### config.mk
export PLATFORM = sky130hd
export DESIGN_NAME = fetch_sequencer_flat
export DESIGN_NICKNAME = d
export VERILOG_FILES = /design/src/rtl/fetch_sequencer_if.sv /design/src/rtl/fetch_sequencer.sv /design/src/flat_wrapper.sv
export SDC_FILE = /design/constraint.sdc
export NUM_CORES = 1
export LEC_CHECK = 0
export ABC_CLOCK_PERIOD_IN_PS = 2300
export CAP_MARGIN = 25
export CORE_UTILIZATION = 44
export CTS_CLUSTER_DIAMETER = 150
export DETAILED_ROUTE_END_ITERATION = 8
export HOLD_SLACK_MARGIN = 0.1
export PLACE_DENSITY_LB_ADDON = 0.12
export SYNTH_ARGS = -nofsm -noshare
export SYNTH_HDL_FRONTEND = slang
export SYNTH_SLANG_ARGS = --single-unit
### constraint.sdc
create_clock -name clk_i -period 2.3 [get_ports clk_i]
set_input_delay 0.69 -clock clk_i [delete_from_list [all_inputs] [get_ports clk_i]]
set_output_delay 0.69 -clock clk_i [all_outputs]
set_load 0.02 [all_outputs]
### src/rtl/fetch_sequencer_if.sv
// Bundle of signals between the fetch sequencer, its requester/decoder side
// and the instruction ROM.
//   slave  : the fetch sequencer (consumes control + ROM data, drives fetch outputs)
//   master : the environment (drives control + ROM data, observes fetch outputs)
// Signals:
//   start_i, stall_i, branch_valid_i, branch_rel_i, branch_target_i : control in
//   rom_addr_o / rom_data_i : combinational ROM port
//   inst_o, inst_valid_o, pc_o : registered instruction to decode
//   halted_o, run_cycles_o : status
interface fetch_sequencer_if #(
  parameter int unsigned PC_W   = 7,
  parameter int unsigned INST_W = 8,
  parameter int unsigned CNT_W  = 16
);
  logic              start_i;
  logic              stall_i;
  logic              branch_valid_i;
  logic              branch_rel_i;
  logic [PC_W-1:0]   branch_target_i;
  logic [PC_W-1:0]   rom_addr_o;
  logic [INST_W-1:0] rom_data_i;
  logic [INST_W-1:0] inst_o;
  logic              inst_valid_o;
  logic [PC_W-1:0]   pc_o;
  logic              halted_o;
  logic [CNT_W-1:0]  run_cycles_o;

  modport slave (
    input  start_i, stall_i, branch_valid_i, branch_rel_i, branch_target_i,
           rom_data_i,
    output rom_addr_o, inst_o, inst_valid_o, pc_o, halted_o, run_cycles_o
  );

  modport master (
    output start_i, stall_i, branch_valid_i, branch_rel_i, branch_target_i,
           rom_data_i,
    input  rom_addr_o, inst_o, inst_valid_o, pc_o, halted_o, run_cycles_o
  );
endinterface

### src/rtl/fetch_sequencer.sv
// Instruction-fetch controller for the 128-entry instruction ROM.
// Owns the fetch PC (driven straight out as the ROM address), captures the
// same-cycle ROM data into inst_o for decode, and handles stall, absolute /
// relative branch redirect, program start/restart and halt detection.
// Ports:
//   clk_i   : system clock, rising edge
//   reset_i : synchronous active-high reset
//   bus     : fetch_sequencer_if.slave (control in, ROM port, decode outputs)
module fetch_sequencer #(
  parameter int unsigned             PC_W        = 7,
  parameter int unsigned             INST_W      = 8,
  parameter logic [INST_W-1:0]       HALT_OPCODE = 8'hFF,
  parameter int unsigned             CNT_W       = 16
) (
  input  logic             clk_i,
  input  logic             reset_i,
  fetch_sequencer_if.slave bus
);

  typedef enum logic [1:0] {
    S_IDLE,
    S_RUN,
    S_HALT
  } state_t;

  localparam logic [PC_W-1:0]  PC_ONE  = 1;
  localparam logic [CNT_W-1:0] CNT_ONE = 1;

  state_t            state;
  logic [PC_W-1:0]   fetch_pc;
  logic [PC_W-1:0]   pc_q;
  logic [INST_W-1:0] inst_q;
  logic              inst_valid_q;
  logic              halted_q;
  logic [CNT_W-1:0]  cnt_q;

  logic [PC_W-1:0]   br_target;
  logic [CNT_W-1:0]  cnt_inc;

  // Relative targets are taken from the instruction being redirected (pc_o),
  // not from the fetch PC which is already one ahead.
  always_comb begin
    br_target = bus.branch_target_i;
    if (bus.branch_rel_i) br_target = pc_q + bus.branch_target_i;
    cnt_inc = (&cnt_q) ? cnt_q : cnt_q + CNT_ONE;
  end

  always_ff @(posedge clk_i) begin
    if (reset_i) begin
      state        <= S_IDLE;
      fetch_pc     <= '0;
      pc_q         <= '0;
      inst_q       <= '0;
      inst_valid_q <= 1'b0;
      halted_q     <= 1'b0;
      cnt_q        <= '0;
    end else begin
      case (state)
        S_IDLE: begin
          inst_valid_q <= 1'b0;
          if (bus.start_i) begin
            state    <= S_RUN;
            fetch_pc <= '0;
            cnt_q    <= '0;
          end
        end

        S_RUN: begin
          if (!bus.stall_i) begin
            if (bus.start_i) begin
              fetch_pc     <= '0;
              inst_valid_q <= 1'b0;
              cnt_q        <= '0;
            end else if (bus.branch_valid_i) begin
              // Redirect; the word fetched this cycle is dropped as a bubble.
              fetch_pc     <= br_target;
              inst_valid_q <= 1'b0;
              cnt_q        <= cnt_inc;
            end else begin
              inst_q       <= bus.rom_data_i;
              pc_q         <= fetch_pc;
              inst_valid_q <= 1'b1;
              cnt_q        <= cnt_inc;
              if (bus.rom_data_i == HALT_OPCODE) begin
                // Halt word is still presented once; fetch PC parks on it.
                state    <= S_HALT;
                halted_q <= 1'b1;
              end else begin
                fetch_pc <= fetch_pc + PC_ONE;
              end
            end
          end
        end

        S_HALT: begin
          inst_valid_q <= 1'b0;
          if (bus.start_i) begin
            state    <= S_RUN;
            fetch_pc <= '0;
            halted_q <= 1'b0;
            cnt_q    <= '0;
          end
        end

        default: state <= S_IDLE;
      endcase
    end
  end

  assign bus.rom_addr_o   = fetch_pc;
  assign bus.inst_o       = inst_q;
  assign bus.inst_valid_o = inst_valid_q;
  assign bus.pc_o         = pc_q;
  assign bus.halted_o     = halted_q;
  assign bus.run_cycles_o = cnt_q;

endmodule

### src/flat_wrapper.sv
// flat-port wrapper written by rule: the top's interface ports become plain ports
module fetch_sequencer_flat 
#(
  parameter int unsigned             PC_W        = 7,
  parameter int unsigned             INST_W      = 8,
  parameter logic [INST_W-1:0]       HALT_OPCODE = 8'hFF,
  parameter int unsigned             CNT_W       = 16
)
  (clk_i, reset_i, bus_start_i, bus_stall_i, bus_branch_valid_i, bus_branch_rel_i, bus_branch_target_i, bus_rom_data_i, bus_rom_addr_o, bus_inst_o, bus_inst_valid_o, bus_pc_o, bus_halted_o, bus_run_cycles_o);
  fetch_sequencer_if #(.PC_W(PC_W), .INST_W(INST_W), .CNT_W(CNT_W)) bus_i ();
  input  logic clk_i;
  input  logic reset_i;
  input wire logic [$bits(bus_i.start_i)-1:0] bus_start_i;
  input wire logic [$bits(bus_i.stall_i)-1:0] bus_stall_i;
  input wire logic [$bits(bus_i.branch_valid_i)-1:0] bus_branch_valid_i;
  input wire logic [$bits(bus_i.branch_rel_i)-1:0] bus_branch_rel_i;
  input wire logic [$bits(bus_i.branch_target_i)-1:0] bus_branch_target_i;
  input wire logic [$bits(bus_i.rom_data_i)-1:0] bus_rom_data_i;
  output wire logic [$bits(bus_i.rom_addr_o)-1:0] bus_rom_addr_o;
  output wire logic [$bits(bus_i.inst_o)-1:0] bus_inst_o;
  output wire logic [$bits(bus_i.inst_valid_o)-1:0] bus_inst_valid_o;
  output wire logic [$bits(bus_i.pc_o)-1:0] bus_pc_o;
  output wire logic [$bits(bus_i.halted_o)-1:0] bus_halted_o;
  output wire logic [$bits(bus_i.run_cycles_o)-1:0] bus_run_cycles_o;
  assign bus_i.start_i = bus_start_i;
  assign bus_i.stall_i = bus_stall_i;
  assign bus_i.branch_valid_i = bus_branch_valid_i;
  assign bus_i.branch_rel_i = bus_branch_rel_i;
  assign bus_i.branch_target_i = bus_branch_target_i;
  assign bus_i.rom_data_i = bus_rom_data_i;
  assign bus_rom_addr_o = bus_i.rom_addr_o;
  assign bus_inst_o = bus_i.inst_o;
  assign bus_inst_valid_o = bus_i.inst_valid_o;
  assign bus_pc_o = bus_i.pc_o;
  assign bus_halted_o = bus_i.halted_o;
  assign bus_run_cycles_o = bus_i.run_cycles_o;
  fetch_sequencer #(.PC_W(PC_W), .INST_W(INST_W), .HALT_OPCODE(HALT_OPCODE), .CNT_W(CNT_W)) u_core (.clk_i(clk_i), .reset_i(reset_i), .bus(bus_i));
endmodule
Word-level counts from Yosys, hierarchy flattened. Index checks and enable logic that the tools add are counted.

Register bits: 42. Output and inout bits: 40.

Add/subtract/negate cells: 3. Bitwise operators: 3. Equal/unequal tests: 11. Multiplexer cells: 28. Reduce and logical (&&, ||, !) cells: 11.

Operators by type and width (count): $mux 16 (4); $mux 7 (6); $pmux 16 s2 (1); $add 16x1->16 const B (1); $reduce_and 16->1 (1); $pmux 7 s2 (1); $reduce_and 4->1 (3); $mux 2 (5); $eq 8x8->1 const B (1); $mux 1 (8); $ne 2x2->1 const B (4); $add 7x1->7 const B (1); $add 7x7->7 (1); $reduce_and 6->1 (1); $reduce_and 5->1 (1); $ne 2x1->1 const B (2); $ne 4x4->1 const B (1); $pmux 1 s2 (2); $pmux 2 s2 (1); $reduce_bool 2->1 (2); $ne 3x3->1 const B (1); $not 1->1 (3); $eq 2x1->1 const B (1); $eq 2x2->1 const B (1); other kinds (3) (3).

Longest topological paths before layout.
Depth after elaboration: 6. Depth in mapped cells: 9.

Worst setup path after synthesis. Ideal clock, no wire load.

Path type: input to register. Start point: input bus_branch_target_i[0]. End point: register u_core.fetch_pc[6], in the netlist u_core.bus.rom_addr_o[6]. Path buffers: 0. Arrival time: 2.203 ns. Path slack: -0.026 ns. Setup time: 0.123 ns. Cell stages on the path: 9. Path through: ha_1 > inv_1 > fa_1 > nor2b_1 > o31a_1 > mux2i_1 > or3_1 > a21boi_0 > o21ai_0.

Cells in the longest elaborated chain, start to end: 6.

RTL lines: start: declaration (RTL line flat_wrapper.sv:17) `input wire logic [$bits(bus_i.branch_target_i)-1:0] bus_branch_target_i;`; $add 7x7->7 (RTL line fetch_sequencer.sv:44) `if (bus.branch_rel_i) br_target = pc_q + bus.branch_target_i;`; $mux 7 (RTL line fetch_sequencer.sv:44); $mux 7 (RTL line fetch_sequencer.sv:74) `end else if (bus.branch_valid_i) begin`; $mux 7 (RTL line fetch_sequencer.sv:70) `if (bus.start_i) begin`; $mux 7 (RTL line fetch_sequencer.sv:69) `if (!bus.stall_i) begin`; $pmux 7 s2 (RTL line fetch_sequencer.sv:58) `case (state)`; end signal: assignment (RTL line fetch_sequencer.sv:76) `fetch_pc <= br_target;`; end signal: assignment (RTL line fetch_sequencer.sv:89) `fetch_pc <= fetch_pc + PC_ONE;`; end: declaration (RTL line fetch_sequencer.sv:30) `logic [PC_W-1:0] fetch_pc;`.

No other way between the ends. The select of a mux whose other input is x is not followed. A chain may end at the register's enable or synchronous reset.

Worst setup path after layout.
Start point: input bus_branch_target_i[3]. End point: register u_core.fetch_pc[6], in the netlist u_core.bus.rom_addr_o[6].

Same word-level chain as after synthesis.

==> metrics.txt <==
status complete, no violations; Num CTS Buffers 5; multi-input logic area between 1000 and 1500 sq um; Setup CP Type input port to register; CTS tree done; worst hold start u_core.bus.inst_o[5]; number of synthesized flops with an enable pin 0; CP startpoint kind input port; Slew HR 0.799; Inserted Diodes 0; later-pin clock latency in the skew report around 0.29 ns; routed vias/inst ~5.3; period utilization 0.977; Mapped Cells between 200 and 300; post-synth cell types 55; CTS Root Cell clkbuf_8; placed wire-length estimate 4430 um; Initial Util 0.458; nets@finish 406; row count 26; routability cong. 0.783; total track usage 0.221; Die Wd 74.9 um; endpoints failing setup 0; H-tree levels 2; antenna-violating nets left 0; reg2reg path depth 7; Fin Hold WS ~0.46 ns; Slew Viols, Final 0; final number of hold-violating endpoints 0; Syn. warnings 0; Worst-path clk slew 0.07 ns; drt initial violations 114; # IOs 61; Setup crit end kind register; hold depth 2; drt drc 0; asr flop ratio synth 0; clock sinks 42; worst vdd ir approximately 0.00037 V; Slew @ Worst Pin 0.299 ns; Synthesized Nets 321; grt ovf 0; top_reg_cell synth dfxtp_1; routed length per instance 13.5 um; Storage cell area 841 sq um; Pwr Total between 1.5 and 2 mW; vias in the first global route 2,102; initial antenna violation count 0; synthesized cell area 2340 sq um; Max-cap violations 0; Buffers on Ports 60; layout cells sized above 1 0.164; Critical Path RT 2.48 ns; Pwr per Cell Area 449 nW/um^2; final wirelength 6050 um; Post-Route Setup TNS 0 ns; Filler Cells Inserted between 400 and 500; reg-to-reg startpoint u_core.bus.run_cycles_o[0]; syn_area_per_cell roughly 8 sq um; die height ~75 um; Bufs on Longest Clock Path 2; crit path from bus_branch_target_i[3]; Area growth, synth to finish 43.9%; Worst Path Arrival 2.43 ns; flops & latches, synth 42; sequential area share after synthesis 0.359; largest net degree at the start of global routing 18; first-pass GRT wire length between 9000 and 10,000 um; Leakage Power about 1.3 nW; Final min period 2.25 ns; DR pass1 iterations 5; Hold Crit Class register to register; Max Clk Rate roughly 450 MHz; area of the core a little over 5000 sq um; CP Max Fanout 3; Final Skew 0.00556 ns; area of the die 5610 sq um; hold buffer count at cts 0; routed via count 2,376
critical path, cell delays in order:
cell and delay, ns:
clkdlybuf4s50_1 0.43, ha_1 0.33, o21a_1 0.18, o31a_1 0.12, mux2i_1 0.13, or3_1 0.31
a21boi_1 0.15, o21ai_1 0.08
cells by family after synthesis:
| group | after synthesis | share of synthesized area |
|---|---|---|
| and+or+nand+nor | 128 | 0.294 |
| AOI/OAI and AO/OA | 76 | 0.193 |
| DFF | 42 | 0.359 |
| buffers and inverters | 18 | 0.0321 |
| xor gates and xnor gates | 13 | 0.0487 |
| adders and majority gates | 9 | 0.0513 |
| muxes | 5 | 0.0219 |
final cells by class:
| class | count | share of cell area |
|---|---|---|
| Multi-Input combinational cell | 231 | 0.438 |
| Timing Repair Buffer | 91 | 0.248 |
| Inverter | 5 | 0.00558 |
| Clock buffer | 8 | 0.0327 |
| Sequential cell | 42 | 0.250 |
| Tap cell | 70 | 0.0260 |
metrics by stage:
stage,cell area [sq um],utilization,instances,setup slack (ns)
6_report,3370,0.659,447,0.0534
3_3_place_gp,3210,0.628,438,-0.526
2_1_floorplan,2340,-,291,0.00763
4_1_cts,3340,0.653,447,0.00672
5_1_grt,3370,0.659,447,-0.00866
3_5_place_dp,3210,0.628,438,-0.614
cell usage after synthesis, drive strengths merged, types with 2 or more instances:
cell	n	area (sq um)
nand4b	2	17.5
nand2b	3	26.3
nor4	3	18.8
or2	2	12.5
nor2	24	90.1
xnor2	6	52.6
nand2	48	180
a211o	2	17.5
or4b	2	20.0
nor3	4	36.3
ha	8	100
and2b	2	15.0
a21oi	37	196
a21o	2	15.0
nand3b	3	22.5
a211oi	3	22.5
mux2i	4	40.0
clkbuf	11	41.3
nand4	3	18.8
or3	6	37.5
a31oi	3	18.8
or4	3	22.5
and3	3	23.8
o21ai	18	90.1
o21bai	2	15.0
dfxtp	42	841
inv	5	18.8
buf	2	15.0
xor2	7	61.3
nand3	14	82.6
o21a	2	16.3
report_power, final:
| part | switching (mW) | internal (mW) |
|---|---|---|
| Clock | 0.246 | 0.303 |
| Sequential | 0.0106 | 0.735 |
| Combinational | 0.109 | 0.108 |
| Total | 0.366 | 1.15 |
cell usage in the layout, fill, tap and decap left out, types with 3 or more instances in the layout:
cell | netlist | final
nand3_1 | 13 | 13
dfxtp_1 | 42 | 42
a31oi_1 | 3 | 3
ha_1 | 8 | 7
nand3b_1 | 3 | 3
inv_1 | 5 | 5
mux2i_1 | 4 | 4
clkdlybuf4s50_1 | 0 | 52
buf_4 | 0 | 31
xor2_1 | 7 | 7
dlymetal6s2s_1 | 0 | 4
a21oi_1 | 36 | 36
nor2_1 | 24 | 24
or3_1 | 6 | 6
nand4_1 | 3 | 3
dlygate4sd2_1 | 0 | 3
xnor2_1 | 6 | 5
clkbuf_8 | 0 | 8
nand2_1 | 48 | 48
o21ai_0 | 17 | 15
registers in the layout, indices dropped and copies added, names as in the netlist:
| signal | cells |
|---|---|
| u_core.bus.inst_o | 8 |
| u_core.bus.rom_addr_o | 7 |
| u_core.bus.inst_valid_o | 1 |
| u_core.bus.halted_o | 1 |
| u_core.bus.pc_o | 7 |
| u_core.state | 2 |
| u_core.bus.run_cycles_o | 16 |
routing by layer:
metal,GRT usage,part of all wire,vias up
met2,0.380,0.51,43
met1,0.278,0.45,1123
met4,0.0797,0.0061,0
met5,0,0,-
met3,0.0402,0.032,4
li1,-,-,1206
repair_timing:
action / CTS / global route
setup buffers: 1 / 0
gates resized for setup: 12 / 11
setup endpoints to repair: 13 / 6
pin swaps: 3 / 10
worst paths after layout:
path,endpoint,slack [ns]
max reg2reg,u_core.bus.run_cycles_o[12],0.25
min reg2reg,u_core.bus.inst_o[5],0.46
min,u_core.bus.inst_o[5],0.46
max,u_core.bus.rom_addr_o[6],0.05
(Power assumes the default switching activity.)
